--- config.mk ---
export PLATFORM = sky130hd
export DESIGN_NAME = nes_joypad_responder_flat
export DESIGN_NICKNAME = d
export VERILOG_FILES = /design/src/rtl/nes_joypad_responder_pkg.sv /design/src/rtl/nes_joypad_responder_if.sv /design/src/rtl/nes_joypad_responder_sync_edge.sv /design/src/rtl/nes_joypad_responder.sv /design/src/flat_wrapper.sv
export SDC_FILE = /design/constraint.sdc
export NUM_CORES = 1
export LEC_CHECK = 0
export CELL_PAD_IN_SITES_DETAIL_PLACEMENT = 1
export CELL_PAD_IN_SITES_GLOBAL_PLACEMENT = 1
export CORE_MARGIN = 3
export CORE_UTILIZATION = 37
export CTS_CLUSTER_DIAMETER = 40
export CTS_CLUSTER_SIZE = 25
export DETAILED_ROUTE_END_ITERATION = 8
export PLACE_DENSITY_LB_ADDON = 0.3
export SYNTH_ARGS = -nofsm -noshare
export SYNTH_HDL_FRONTEND = slang
export SYNTH_HIERARCHICAL = 1
export SYNTH_SLANG_ARGS = --single-unit
--- constraint.sdc ---
create_clock -name clock -period 1.74 [get_ports clock]
set_clock_uncertainty 0.05 [all_clocks]
set_input_delay 0.174 -clock clock [delete_from_list [all_inputs] [get_ports clock]]
set_output_delay 0.174 -clock clock [all_outputs]
set_load 0.02 [all_outputs]
--- src/rtl/nes_joypad_responder_pkg.sv ---
// Shared constants and types for the NES joypad responder.
// Optional turbo build: define NES_JOYPAD_TURBO_EN.
package nes_joy_pkg;

  localparam int NUM_BUTTONS = 8;

  localparam int BTN_A      = 0;
  localparam int BTN_B      = 1;
  localparam int BTN_SELECT = 2;
  localparam int BTN_START  = 3;
  localparam int BTN_UP     = 4;
  localparam int BTN_DOWN   = 5;
  localparam int BTN_LEFT   = 6;
  localparam int BTN_RIGHT  = 7;

  // bit_cnt stops here once the whole report has been clocked out
  localparam logic [3:0] BIT_CNT_SAT  = 4'd8;
  localparam logic [3:0] BIT_CNT_LAST = 4'd7;

  typedef enum logic {
    ST_LOAD,
    ST_SHIFT
  } joy_state_e;

endpackage

--- src/rtl/nes_joypad_responder_if.sv ---
// Pad-side bus: host strobe/clock/data plus parallel button inputs and status.
interface nes_joypad_responder_if;
  import nes_joy_pkg::*;

  logic                   joy_strobe;
  logic                   joy_clock;
  logic                   joy_data;
  logic [NUM_BUTTONS-1:0] buttons;
  logic                   turbo_a;
  logic                   turbo_b;
  logic [NUM_BUTTONS-1:0] latched;
  logic                   read_done;

  // master: host/bench side driving the pad
  modport master (
    output joy_strobe, joy_clock, buttons, turbo_a, turbo_b,
    input  joy_data, latched, read_done
  );

  // slave: the emulated pad
  modport slave (
    input  joy_strobe, joy_clock, buttons, turbo_a, turbo_b,
    output joy_data, latched, read_done
  );
endinterface

--- src/rtl/nes_joypad_responder_sync_edge.sv ---
// Multi-flop synchronizer with a registered level and rise/fall pulses.
module joy_sync_edge #(
  parameter int SYNC_STAGES = 2
) (
  input  logic clock,
  input  logic reset_n,
  input  logic d,
  output logic level,
  output logic rise,
  output logic fall
);
  logic [SYNC_STAGES-1:0] sync_q;
  logic                   prev_q;

  // synchronizer chain plus one flop holding the previous synced level
  always_ff @(posedge clock) begin
    if (!reset_n) begin
      sync_q <= '0;
      prev_q <= 1'b0;
    end else begin
      sync_q <= {sync_q[SYNC_STAGES-2:0], d};
      prev_q <= sync_q[SYNC_STAGES-1];
    end
  end

  assign level = sync_q[SYNC_STAGES-1];
  assign rise  =  level & ~prev_q;
  assign fall  = ~level &  prev_q;
endmodule

--- src/rtl/nes_joypad_responder.sv ---
// Emulates the 4021 shift register inside a standard NES pad.
// Optional turbo on A/B is compiled in with NES_JOYPAD_TURBO_EN.
module nes_joypad_responder
  import nes_joy_pkg::*;
#(
  parameter int SYNC_STAGES  = 2,
  parameter int SOCD_MASK    = 1,
  parameter int TURBO_PERIOD = 4
) (
  input logic                   clock,
  input logic                   reset_n,
  nes_joypad_responder_if.slave bus
);
  logic strb_level, strb_rise, strb_fall;
  logic clk_level, clk_rise, clk_fall;

  joy_sync_edge #(.SYNC_STAGES(SYNC_STAGES)) u_strb_sync (
    .clock(clock), .reset_n(reset_n), .d(bus.joy_strobe),
    .level(strb_level), .rise(strb_rise), .fall(strb_fall)
  );

  joy_sync_edge #(.SYNC_STAGES(SYNC_STAGES)) u_clk_sync (
    .clock(clock), .reset_n(reset_n), .d(bus.joy_clock),
    .level(clk_level), .rise(clk_rise), .fall(clk_fall)
  );

  logic unused_edges;
  assign unused_edges = ^{strb_rise, clk_level, clk_fall};

  logic [NUM_BUTTONS-1:0] cond;
  logic [NUM_BUTTONS-1:0] sr_q, sr_d, latched_q, latched_d;
  logic [3:0]             cnt_q, cnt_d;
  logic                   data_q, done_q, done_d;
  joy_state_e             state;

`ifdef NES_JOYPAD_TURBO_EN
  logic [7:0] turbo_cnt_q;
  logic       turbo_phase_q;

  // turbo phase flips every TURBO_PERIOD strobe falling edges
  always_ff @(posedge clock) begin
    if (!reset_n) begin
      turbo_cnt_q   <= '0;
      turbo_phase_q <= 1'b0;
    end else if (strb_fall) begin
      if (turbo_cnt_q == 8'(TURBO_PERIOD - 1)) begin
        turbo_cnt_q   <= '0;
        turbo_phase_q <= ~turbo_phase_q;
      end else begin
        turbo_cnt_q   <= turbo_cnt_q + 8'd1;
      end
    end
  end
`else
  logic unused_turbo;
  assign unused_turbo = ^{bus.turbo_a, bus.turbo_b, 8'(TURBO_PERIOD)};
`endif

  // button conditioning: SOCD masking, then turbo substitution
  always_comb begin
    cond = bus.buttons;
    if (SOCD_MASK != 0) begin
      if (cond[BTN_UP] && cond[BTN_DOWN]) begin
        cond[BTN_UP]   = 1'b0;
        cond[BTN_DOWN] = 1'b0;
      end
      if (cond[BTN_LEFT] && cond[BTN_RIGHT]) begin
        cond[BTN_LEFT]  = 1'b0;
        cond[BTN_RIGHT] = 1'b0;
      end
    end
`ifdef NES_JOYPAD_TURBO_EN
    if (bus.turbo_a) cond[BTN_A] = turbo_phase_q;
    if (bus.turbo_b) cond[BTN_B] = turbo_phase_q;
`endif
  end

  // The synced strobe level is the state register; the falling-edge cycle
  // still counts as LOAD so a coincident clock edge cannot shift.
  always_comb begin
    state = (strb_level || strb_fall) ? ST_LOAD : ST_SHIFT;
  end

  // next-state for shift register, bit counter, snapshot and done pulse
  always_comb begin
    sr_d      = sr_q;
    cnt_d     = cnt_q;
    latched_d = latched_q;
    done_d    = 1'b0;
    case (state)
      ST_LOAD: begin
        sr_d  = cond;
        cnt_d = '0;
      end
      ST_SHIFT: begin
        if (clk_rise) begin
          // fill with 1 so over-reads report "pressed" like an official pad
          sr_d = {1'b1, sr_q[NUM_BUTTONS-1:1]};
          if (cnt_q != BIT_CNT_SAT) cnt_d = cnt_q + 4'd1;
          done_d = (cnt_q == BIT_CNT_LAST);
        end
      end
      default: ;
    endcase
    if (strb_fall) latched_d = cond;
  end

  // register everything; joy_data is the inverted next LSB
  always_ff @(posedge clock) begin
    if (!reset_n) begin
      sr_q      <= '0;
      cnt_q     <= '0;
      latched_q <= '0;
      data_q    <= 1'b1;
      done_q    <= 1'b0;
    end else begin
      sr_q      <= sr_d;
      cnt_q     <= cnt_d;
      latched_q <= latched_d;
      data_q    <= ~sr_d[0];
      done_q    <= done_d;
    end
  end

  assign bus.joy_data  = data_q;
  assign bus.latched   = latched_q;
  assign bus.read_done = done_q;
endmodule

--- src/flat_wrapper.sv ---
// flat-port wrapper written by rule: the top's interface ports become plain ports
module nes_joypad_responder_flat import nes_joy_pkg::*;
#(
  parameter int SYNC_STAGES  = 2,
  parameter int SOCD_MASK    = 1,
  parameter int TURBO_PERIOD = 4
)
  (clock, reset_n, bus_joy_strobe, bus_joy_clock, bus_buttons, bus_turbo_a, bus_turbo_b, bus_joy_data, bus_latched, bus_read_done);
  nes_joypad_responder_if bus_i ();
  input logic clock;
  input logic reset_n;
  input wire logic [$bits(bus_i.joy_strobe)-1:0] bus_joy_strobe;
  input wire logic [$bits(bus_i.joy_clock)-1:0] bus_joy_clock;
  input wire logic [$bits(bus_i.buttons)-1:0] bus_buttons;
  input wire logic [$bits(bus_i.turbo_a)-1:0] bus_turbo_a;
  input wire logic [$bits(bus_i.turbo_b)-1:0] bus_turbo_b;
  output wire logic [$bits(bus_i.joy_data)-1:0] bus_joy_data;
  output wire logic [$bits(bus_i.latched)-1:0] bus_latched;
  output wire logic [$bits(bus_i.read_done)-1:0] bus_read_done;
  assign bus_i.joy_strobe = bus_joy_strobe;
  assign bus_i.joy_clock = bus_joy_clock;
  assign bus_i.buttons = bus_buttons;
  assign bus_i.turbo_a = bus_turbo_a;
  assign bus_i.turbo_b = bus_turbo_b;
  assign bus_joy_data = bus_i.joy_data;
  assign bus_latched = bus_i.latched;
  assign bus_read_done = bus_i.read_done;
  nes_joypad_responder #(.SYNC_STAGES(SYNC_STAGES), .SOCD_MASK(SOCD_MASK), .TURBO_PERIOD(TURBO_PERIOD)) u_core (.clock(clock), .reset_n(reset_n), .bus(bus_i));
endmodule
### Yosys cells after proc, flatten, opt, wreduce, memory -nomap -nowiden

Index checks and enable logic that the tools add are counted.

| storage, ports and cells | value |
|---|---|
| register bits after elaboration | 28 |
| bits in latches | 0 |
| memory bits (writable) | 0 |
| bits in read-only memories | 0 |
| input port bits | 14 |
| output and inout bits | 10 |
| logic and storage cells | 35 |
| memories kept | 0 |

| operators by class | value |
|---|---|
| add/subtract/negate cells | 1 |
| multiply operators | 0 |
| divide/modulo/power cells | 0 |
| $lt $le $gt $ge | 0 |
| equality and inequality tests | 4 |
| shift-type cells | 0 |
| mux-type cells | 8 |
| bitwise logic cells | 7 |
| reductions and logical operators | 5 |

Operators by type and width:

| cell | number |
|---|---|
| $pmux W8 S2 | 1 |
| $mux W4 | 2 |
| $mux W8 | 1 |
| $pmux W4 S2 | 1 |
| $not A1 Y1 | 5 |
| $add A4 B1 Y4 const B | 1 |
| $eq A4 B3 Y1 const B | 1 |
| $mux W2 | 2 |
| $ne A4 B4 Y1 const B | 1 |
| $reduce_or A3 Y1 | 1 |
| $and A1 B1 Y1 | 2 |
| $logic_and A1 B1 Y1 | 2 |
| $ne A2 B1 Y1 const B | 1 |
| $ne A2 B2 Y1 const B | 1 |
| $reduce_and A2 Y1 | 1 |
| $logic_or A1 B1 Y1 | 1 |
| $mux W1 | 1 |

### Logic depth before layout (Yosys ltp)

Gate-level depths: netlist of the first run.

| logic depth | value |
|---|---|
| depth after elaboration | 6 |
| depth in mapped cells | 6 |
| mapped depth without buffers | 5 |

### Cells and area by module

The synthesis of the first run kept the hierarchy.

By module, submodules not included:

| module | times used | cells each | area an instance (sq um) | seq. area each (sq um) |
|---|---|---|---|---|
| nes_joypad_responder | 1 | 102 | 973.4 | 440.4 |
| joy_sync_edge | 2 | 8 | 91.3 | 60.1 |

### Worst setup path before layout of the first run

Ideal clock, no wire load.

| path | value |
|---|---|
| path kind | register to register |
| from | reg u_core.u_strb_sync.prev_q |
| to | reg u_core.sr_q[6] |
| library setup time | 115 ps |
| arrival | 1135 ps |
| data required time | 1575 ps |
| setup slack | 441 ps |
| cell stages (with the launch flop) | 6 |
| path buffers | 1 |
| period minus slack after synthesis | 1299 ps |
| path through | dfxtp_1 > nor2b_1 > or2_0 > buf_2 > and3_1 > o21a_1 |

| between the ends | value |
|---|---|
| cells in the longest elaborated chain, start to end | 4 |

RTL lines:

| item | RTL line | source |
|---|---|---|
| start: declaration | nes_joypad_responder_sync_edge.sv:13 | `logic prev_q;` |
| start signal: assignment | nes_joypad_responder_sync_edge.sv:22 | `prev_q <= sync_q[SYNC_STAGES-1];` |
| $and A1 B1 Y1 * | nes_joypad_responder_sync_edge.sv:28 | `assign fall = ~level & prev_q;` |
| via u_core.strb_fall | nes_joypad_responder.sv:14 | `logic strb_level, strb_rise, strb_fall;` |
| $logic_or A1 B1 Y1 * | nes_joypad_responder.sv:81 | `state = (strb_level \|\| strb_fall) ? ST_LOAD : ST_SHIFT;` |
| $mux W1 | nes_joypad_responder.sv:81 |  |
| $pmux W8 S2 or $ne A2 B1 Y1 (tied branches) | n/a |  |
| end signal: assignment | nes_joypad_responder.sv:117 | `sr_q <= sr_d;` |
| end: declaration | nes_joypad_responder.sv:31 | `logic [NUM_BUTTONS-1:0] sr_q, sr_d, latched_q, latched_d;` |

Mark *: on every way through the listed nets, which the timed path passes. The rest lies on a longest branch.
A chain may end at the register's enable or synchronous reset.

### Final worst setup path of the first run

| path | value |
|---|---|
| from | reg u_core.latched_q[1] (netlist: u_core/bus.latched[1]) |
| to | out bus_latched[1] |

RTL lines:

| item | RTL line | source |
|---|---|---|
| start: declaration | nes_joypad_responder.sv:31 |  |
| start signal: assignment | nes_joypad_responder.sv:119 | `latched_q <= latched_d;` |
| end: declaration | flat_wrapper.sv:18 | `output wire logic [$bits(bus_i.latched)-1:0] bus_latched;` |

No word-level cell between the ends.

==> flow_metrics.env, run 1 <==
export IMPL_hpwlAfterDp_um=1880
export IMPL_wl_met3_um=98
export IMPL_p_clk_share_pct=35.0
export IMPL_antenna_found_initial=0
export IMPL_final_area_um2=1460
export IMPL_routed_wl_um=2500
export IMPL_drtPass1Iterations=4
export IMPL_hold_class="in -> reg"
export IMPL_whs_path_depth=2
export IMPL_r2r_setup_slack_ns=0.28
export IMPL_cts_buffers=3
export IMPL_power_density_nw_per_um2=847
export IMPL_die_w_um=61.6
export IMPL_fin_cells=171
export IMPL_ant_nets=0
export IMPL_slew_viol_final=0
export IMPL_fillCellCount=341
export IMPL_wl_per_cell_um=14.6
export IMPL_outcome="finished clean"
export IMPL_cts_clk_slew_worst_paths_ns=0.16
export IMPL_min_period_ns=1.54
export IMPL_postSynthAreaPerCell_um2=9.86
export IMPL_core_area_um2=2850
export IMPL_finalCritPeriodShare_pct=88.5
export IMPL_cts_sinks=28
export IMPL_r2r_end="u_core/bus.read_done"
export IMPL_p_leak_nw=0.575
export IMPL_sw_frac_of_total_pct=21.7
export IMPL_ios=24
export IMPL_layout_commonest_cell="dfxtp_1"
export IMPL_holdPathEnd="u_core/u_clk_sync/sync_q[0]"
export IMPL_met1_length_um=1090
export IMPL_maxClockFrequency_ghz=0.650
export IMPL_grt_max_degree=17
export IMPL_tns_ns=0
export IMPL_grt_ovfl_total=0
export IMPL_place_area_um2=1400
export IMPL_ff_latch_area_um2=561
export IMPL_rsz0062_at_grt="no"
export IMPL_drt_vias_per_instance=5.05
export IMPL_crit_family="buffers and inverters"
export IMPL_highest_layer="met4"
export IMPL_postSynthCellCount=116
export IMPL_drive_gt1_share_pct=7.14
export IMPL_final_cell_mix="dfxtp_1, clkdlybuf4s50_1, mux2i_1"
export IMPL_synth_cell_area_um2=1140
export IMPL_tightest_slew_ns=0.296
export IMPL_start_util_pct=40.1
export IMPL_critical_path_buf_inv_count=1
export IMPL_syn_nets=132
export IMPL_hold_ws_ns=0.351
export IMPL_cp_cell_sequence="clkdlybuf4s50_1"
export IMPL_p_comb_share_pct=10.3
export IMPL_start_kind="flip-flop"
export IMPL_place_inst=167
export IMPL_critPathCaptureType="output port"
export IMPL_required_ns=1.52
export IMPL_cpPeakStageDelay_ns=0.61
export IMPL_cap_violations=0
export IMPL_syn_to_final_growth_pct=27.2
export IMPL_hold_violations=0
export IMPL_tritoncts="built"
export IMPL_r2r_worst_path_cells=5
export IMPL_antenna_cells=0
export IMPL_min_from="bus_joy_clock"
export IMPL_seqPwrFrac_pct=54.7
export IMPL_synth_warnings=6
export IMPL_vias=864
export IMPL_grt_pass1_wl_um=4060
export IMPL_setup_viol=0
export IMPL_drt_iter0_markers=22
export IMPL_cts_root_buffer="clkbuf_4"
export IMPL_cp_max_fo=2
export IMPL_p_sw_mw=0.267
export IMPL_die_area_um2=3790
export IMPL_hold_buffers=0
export IMPL_cts_repair_resized=0
export IMPL_slowest_stage="clkdlybuf4s50_1"
export IMPL_arrival_ns=1.32
export IMPL_worstSetupPathType="reg -> out"
export IMPL_finalNetCount=157
export IMPL_ir_worst_vdd_mv=0.462
export IMPL_multi_input_area_um2=529
export IMPL_route_met2_wl_um=1290
export IMPL_clk_latency_ns=0.33
export IMPL_grt_pass1_vias=940
export IMPL_reg2reg_from="u_core/u_strb_sync/sync_q[1]"
export IMPL_clk_path_buf_depth=2
export IMPL_rows=19
export IMPL_fp_dieH_um=61.6
export IMPL_gr_usage_all_layers_pct=14.6
export IMPL_gp_congestion=0.705
export IMPL_slew_headroom_pct=80.3
export IMPL_post_cts_buffers=0
export IMPL_power_internal_mw=0.965
export IMPL_port_buffers=21
export IMPL_drc=0
export IMPL_htreeDepth=1
routing by layer:
layer  vias up  global-route usage [%]
met5         -                       0
met4         0                    5.45
met3         2                    2.94
met2        16                    26.6
met1       402                    16.5
li1        444                       -
worst max path at each step:
| stage | depth (start not counted) | from | slack, ns | to |
|---|---|---|---|---|
| after global placement | 5 | u_core/u_strb_sync/prev_q | 0.41 | u_core/bus.read_done |
| after floorplan | 5 | u_core/u_strb_sync/prev_q | 0.46 | u_core/sr_q[6] |
| after detailed placement | 5 | u_core/u_strb_sync/sync_q[1] | 0.33 | u_core/bus.read_done |
| final | 1 | u_core/bus.latched[1] | 0.20 | bus_latched[1] |
| after CTS | 1 | u_core/bus.latched[0] | 0.20 | bus_latched[0] |
| after global routing | 5 | u_core/u_strb_sync/sync_q[1] | 0.05 | u_core/bus.read_done |
layout make-up:
| type | count | area share (%) |
|---|---|---|
| inverters | 5 | 1.29 |
| repair buffers | 27 | 17.5 |
| multi-input cells | 76 | 36.4 |
| clock buffers | 3 | 1.55 |
| clock inverters | 1 | 2.06 |
| well taps | 31 | 2.67 |
| flip-flops and latches | 28 | 38.5 |
stage by stage:
| step | util, % | worst slack [ns] | total power [mW] |
|---|---|---|---|
| floorplan | - | 0.456 | 0.755 |
| finish | 51.0 | 0.201 | 1.23 |
| CTS | 51.0 | 0.196 | 1.24 |
| global route | 51.0 | 0.0469 | 1.29 |
| global placement | 49.2 | 0.413 | 0.807 |
| detailed placement | 49.2 | 0.331 | 0.816 |
power by group through the flow:
stage	combinational (mW)	clock (mW)	sequential, mW
6_report	0.127	0.431	0.674
4_1_cts	0.129	0.438	0.675
5_1_grt	0.138	0.471	0.678
3_3_place_gp	0.120	0	0.687
2_1_floorplan	0.0633	0	0.691
3_5_place_dp	0.128	0	0.688
sequential cells by signal, summed over array words and instances, names as in the netlist:
signal,cells
u_core/bus.joy_data,1
u_core/bus.latched,8
u_core/bus.read_done,1
u_core/cnt_q,4
u_core/sr_q,8
u_core/u_clk_sync/prev_q,1
u_core/u_clk_sync/sync_q,2
u_core/u_strb_sync/prev_q,1
u_core/u_strb_sync/sync_q,2
(Power assumes the default switching activity.)
==> run 2, diff against run 1 <==
--- a/config.mk
+++ b/config.mk
@@ -13,6 +13,7 @@
 export CTS_CLUSTER_SIZE = 25
 export DETAILED_ROUTE_END_ITERATION = 8
 export PLACE_DENSITY_LB_ADDON = 0.3
+export RECOVER_POWER = 100
 export SYNTH_ARGS = -nofsm -noshare
 export SYNTH_HDL_FRONTEND = slang
 export SYNTH_HIERARCHICAL = 1
==> flow_metrics.env, run 2 (same netlist as run 1, synthesis figures left out) <==
export IMPL_outcome="finished clean"
export IMPL_syn_to_final_growth_pct=25.7
export IMPL_antenna_found_initial=0
export IMPL_tritoncts="built"
export IMPL_final_cell_mix="dfxtp_1, dlygate4sd3_1, mux2i_1"
export IMPL_rsz0062_at_grt="no"
export IMPL_route_met2_wl_um=1290
export IMPL_cpPeakStageDelay_ns=0.68
export IMPL_cts_sinks=28
export IMPL_arrival_ns=1.38
export IMPL_met1_length_um=1080
export IMPL_fin_cells=171
export IMPL_tightest_slew_ns=0.576
export IMPL_drive_gt1_share_pct=4.29
export IMPL_drc=0
export IMPL_cap_violations=0
export IMPL_grt_ovfl_total=0
export IMPL_port_buffers=21
export IMPL_setup_viol=0
export IMPL_grt_max_degree=17
export IMPL_ant_nets=0
export IMPL_tns_ns=0
export IMPL_routed_wl_um=2490
export IMPL_critical_path_buf_inv_count=1
export IMPL_slew_headroom_pct=61.6
export IMPL_hold_buffers=0
export IMPL_min_period_ns=1.60
export IMPL_hpwlAfterDp_um=1880
export IMPL_start_util_pct=40.1
export IMPL_power_density_nw_per_um2=852
export IMPL_critPathCaptureType="output port"
export IMPL_fp_dieH_um=61.6
export IMPL_drt_vias_per_instance=5.06
export IMPL_slew_viol_final=0
export IMPL_hold_class="in -> reg"
export IMPL_place_inst=167
export IMPL_finalCritPeriodShare_pct=92.2
export IMPL_ff_latch_area_um2=561
export IMPL_cp_max_fo=2
export IMPL_clk_path_buf_depth=2
export IMPL_finalNetCount=157
export IMPL_grt_pass1_vias=940
export IMPL_gp_congestion=0.705
export IMPL_ios=24
export IMPL_vias=866
export IMPL_ir_worst_vdd_mv=0.462
export IMPL_rows=19
export IMPL_wl_met3_um=98
export IMPL_antenna_cells=0
export IMPL_crit_family="buffers and inverters"
export IMPL_htreeDepth=1
export IMPL_start_kind="flip-flop"
export IMPL_die_area_um2=3790
export IMPL_cts_clk_slew_worst_paths_ns=0.17
export IMPL_cts_repair_resized=0
export IMPL_cts_buffers=3
export IMPL_grt_pass1_wl_um=4060
export IMPL_die_w_um=61.6
export IMPL_clk_latency_ns=0.33
export IMPL_maxClockFrequency_ghz=0.623
export IMPL_slowest_stage="dlygate4sd3_1"
export IMPL_drtPass1Iterations=4
export IMPL_highest_layer="met4"
export IMPL_gr_usage_all_layers_pct=14.6
export IMPL_multi_input_area_um2=529
export IMPL_core_area_um2=2850
export IMPL_required_ns=1.52
export IMPL_post_cts_buffers=0
export IMPL_hold_violations=0
export IMPL_cp_cell_sequence="dlygate4sd3_1"
export IMPL_worstSetupPathType="reg -> out"
export IMPL_drt_iter0_markers=19
export IMPL_p_leak_nw=0.586
export IMPL_fillCellCount=344
export IMPL_wl_per_cell_um=14.5
export IMPL_finalPower_mw=1.23
export IMPL_cts_root_buffer="clkbuf_4"
export IMPL_layout_commonest_cell="dfxtp_1"
## run 2: cell count changes in the layout (fill, tap and decap cells not counted), sizes merged
cell	delta
clkbuf	+5
dlygate4sd3	+11
buf	-5
clkdlybuf4s50	-11
## run 2: final cells by class
class	count	area share, %
Timing Repair Buffer	27	16.5
Sequential cell	28	39.0
Inverter	5	1.31
Multi-Input combinational cell	76	36.8
Tap cell	31	2.70
Clock buffer	3	1.57
Clock inverter	1	2.09
## run 2: power breakdown
group / leakage, nW / total, mW / switching [mW] / internal, mW
Sequential: 0.228 / 0.674 / 0.0100 / 0.664
Combinational: 0.330 / 0.121 / 0.0589 / 0.0622
Clock: 0.0279 / 0.430 / 0.197 / 0.233
Total: 0.586 / 1.23 / 0.266 / 0.959
## run 2: final timing paths
kind                            cells past startpoint  slack, ns                     endpoint                         start
worst max-delay path                                1       0.14               bus_latched[1]         u_core/bus.latched[1]
worst min-delay path                                2       0.35  u_core/u_clk_sync/sync_q[0]                 bus_joy_clock
worst max register to register                      5       0.29         u_core/bus.read_done  u_core/u_strb_sync/sync_q[1]
worst min register to register                      1       0.42  u_core/u_clk_sync/sync_q[1]   u_core/u_clk_sync/sync_q[0]
## run 2: per-stage QoR
step / worst slack [ns] / hold WS [ns] / cell area, um2 / util (%)
floorplan: 0.456 / 0.246 / 1140 / -
detailed placement: 0.331 / 0.381 / 1400 / 49.2
global placement: 0.413 / 0.365 / 1400 / 49.2
global route: 0.0483 / 0.338 / 1440 / 50.4
CTS: 0.196 / 0.341 / 1460 / 51.0
finish: 0.135 / 0.353 / 1440 / 50.4
## run 2: worst register-to-register path, cell delays in order, from the launching register on
cell and delay [ns]:
dfxtp_1 0.40, nor2b_1 0.10, nor2_1 0.19, buf_4 0.21
nand2_1 0.15, nor4_1 0.28
## run 2: layer usage
| metal | vias to the layer above | track usage, % |
|---|---|---|
| met5 | - | 0 |
| met4 | 0 | 5.45 |
| met2 | 16 | 26.6 |
| met1 | 404 | 16.5 |
| li1 | 444 | - |
| met3 | 2 | 2.94 |
==> run 3, diff against run 2 <==
--- a/config.mk
+++ b/config.mk
@@ -7,6 +7,7 @@
 export LEC_CHECK = 0
 export CELL_PAD_IN_SITES_DETAIL_PLACEMENT = 1
 export CELL_PAD_IN_SITES_GLOBAL_PLACEMENT = 1
+export CORE_ASPECT_RATIO = 2
 export CORE_MARGIN = 3
 export CORE_UTILIZATION = 37
 export CTS_CLUSTER_DIAMETER = 40
==> flow_metrics.env, run 3 (same netlist as run 1, synthesis figures left out) <==
export IMPL_drtPass1Iterations=4
export IMPL_p_leak_nw=0.596
export IMPL_grt_pass1_vias=930
export IMPL_cp_cell_sequence="nor2b_1 > clkbuf_2 > nor2_1 > clkbuf_2 > nand2_1 > o211a_1"
export IMPL_cts_sinks=28
export IMPL_start_kind="flip-flop"
export IMPL_required_ns=1.86
export IMPL_place_area_um2=1400
export IMPL_wl_per_cell_um=13.7
export IMPL_post_place_ws_ns=0.303
export IMPL_syn_to_final_growth_pct=26.6
export IMPL_drive_gt1_share_pct=6.43
export IMPL_drc=0
export IMPL_cp_common_cell="clkbuf_2"
export IMPL_vias=879
export IMPL_hold_class="reg -> reg"
export IMPL_antenna_cells=0
export IMPL_layout_commonest_cell="dfxtp_1"
export IMPL_maxClockFrequency_ghz=0.659
export IMPL_hpwlAfterDp_um=1850
export IMPL_cap_violations=0
export IMPL_power_density_nw_per_um2=813
export IMPL_grt_max_degree=24
export IMPL_worstSetupPathType="reg -> reg"
export IMPL_ir_worst_vdd_mv=0.565
export IMPL_die_area_um2=3830
export IMPL_start_util_pct=38.9
export IMPL_clk_path_buf_depth=2
export IMPL_drt_vias_per_instance=5.17
export IMPL_tritoncts="built"
export IMPL_final_area_um2=1450
export IMPL_tns_ns=0
export IMPL_routed_wl_um=2330
export IMPL_critPathCaptureType="flip-flop"
export IMPL_hold_violations=0
export IMPL_min_period_ns=1.52
export IMPL_slowest_stage="dfxtp_1"
export IMPL_slew_viol_final=0
export IMPL_clk_latency_ns=0.26
export IMPL_grt_ovfl_total=0
export IMPL_gr_usage_all_layers_pct=14.3
export IMPL_cp_max_fo=9
export IMPL_die_w_um=45.3
export IMPL_setup_viol=0
export IMPL_rows=28
export IMPL_final_cell_mix="dfxtp_1, dlygate4sd3_1, mux2i_1"
export IMPL_htreeDepth=1
export IMPL_outcome="finished clean"
export IMPL_fin_cells=170
export IMPL_cts_root_buffer="clkbuf_8"
export IMPL_antenna_found_initial=0
export IMPL_finalNetCount=157
export IMPL_post_cts_buffers=0
export IMPL_tightest_slew_ns=0.854
export IMPL_drt_iter0_markers=11
export IMPL_place_inst=166
export IMPL_slew_headroom_pct=43.1
export IMPL_port_buffers=21
export IMPL_cts_clk_slew_worst_paths_ns=0.09
export IMPL_core_area_um2=2940
export IMPL_setup_slack_ns=0.223
export IMPL_finalPower_mw=1.18
export IMPL_fp_dieH_um=84.6
export IMPL_ant_nets=0
export IMPL_ios=24
export IMPL_cts_buffers=3
export IMPL_cts_repair_resized=0
export IMPL_rsz0062_at_grt="no"
export IMPL_grt_pass1_wl_um=4140
export IMPL_cpPeakStageDelay_ns=0.37
export IMPL_finalCritPeriodShare_pct=87.2
export IMPL_arrival_ns=1.64
export IMPL_hold_buffers=0
export IMPL_gp_congestion=0.690
[run 3: cell count changes in the layout (fill, tap and decap cells not counted), moves of 2 or more]
cell | before | now
buf_4 | 1 | 3
and2_1 | 3 | 1
clkbuf_4 | 3 | 0
clkbuf_8 | 0 | 4
clkbuf_1 | 4 | 1
and2_0 | 3 | 5
[run 3: routing by layer]
metal	vias up	share of wire [%]	global-route usage (%)
li1	438	-	-
met5	-	0	0
met4	0	0.99	6.40
met1	429	36	14.4
met2	10	60	26.4
met3	2	2.4	2.15
[run 3: path summary, 6_finish.rpt]
| check | slack [ns] | depth (start not counted) | from | to |
|---|---|---|---|---|
| setup / recovery | 0.22 | 6 | u_core/u_strb_sync/sync_q[1] | u_core/sr_q[0] |
| hold / removal | 0.41 | 1 | u_core/u_strb_sync/sync_q[0] | u_core/u_strb_sync/sync_q[1] |
| setup reg to reg | 0.22 | 6 | u_core/u_strb_sync/sync_q[1] | u_core/sr_q[0] |
| hold reg to reg | 0.41 | 1 | u_core/u_strb_sync/sync_q[0] | u_core/u_strb_sync/sync_q[1] |
[run 3: final cells by class]
type	instances	area (um2)
tap	30	37.5
fill	354	1500
multi-input combinational	76	529
timing repair buffer	27	246
sequential	28	561
inverter	5	18.8
clock buffer	4	55.1
[run 3: worst max-delay path: cells and delay by family, from the launching register on]
kind | cells | cell delay (ns)
buf+inv | 2 | 0.44
flops | 1 | 0.37
simple gates | 3 | 0.44
compound gates | 1 | 0.13
[run 3: power by group]
group	switching [mW]	leakage, nW	internal, mW	total [mW]
sequential	0.0106	0.228	0.663	0.673
combinational	0.0558	0.340	0.0629	0.119
clock	0.183	0.0288	0.202	0.385
total	0.249	0.596	0.928	1.18
[run 3: per-stage QoR]
stage,utilization [%],hold WS (ns)
after global placement,47.6,0.374
after floorplan,-,0.246
after detailed placement,47.6,0.389
after global routing,49.2,0.440
after CTS,49.5,0.404
final,49.2,0.405
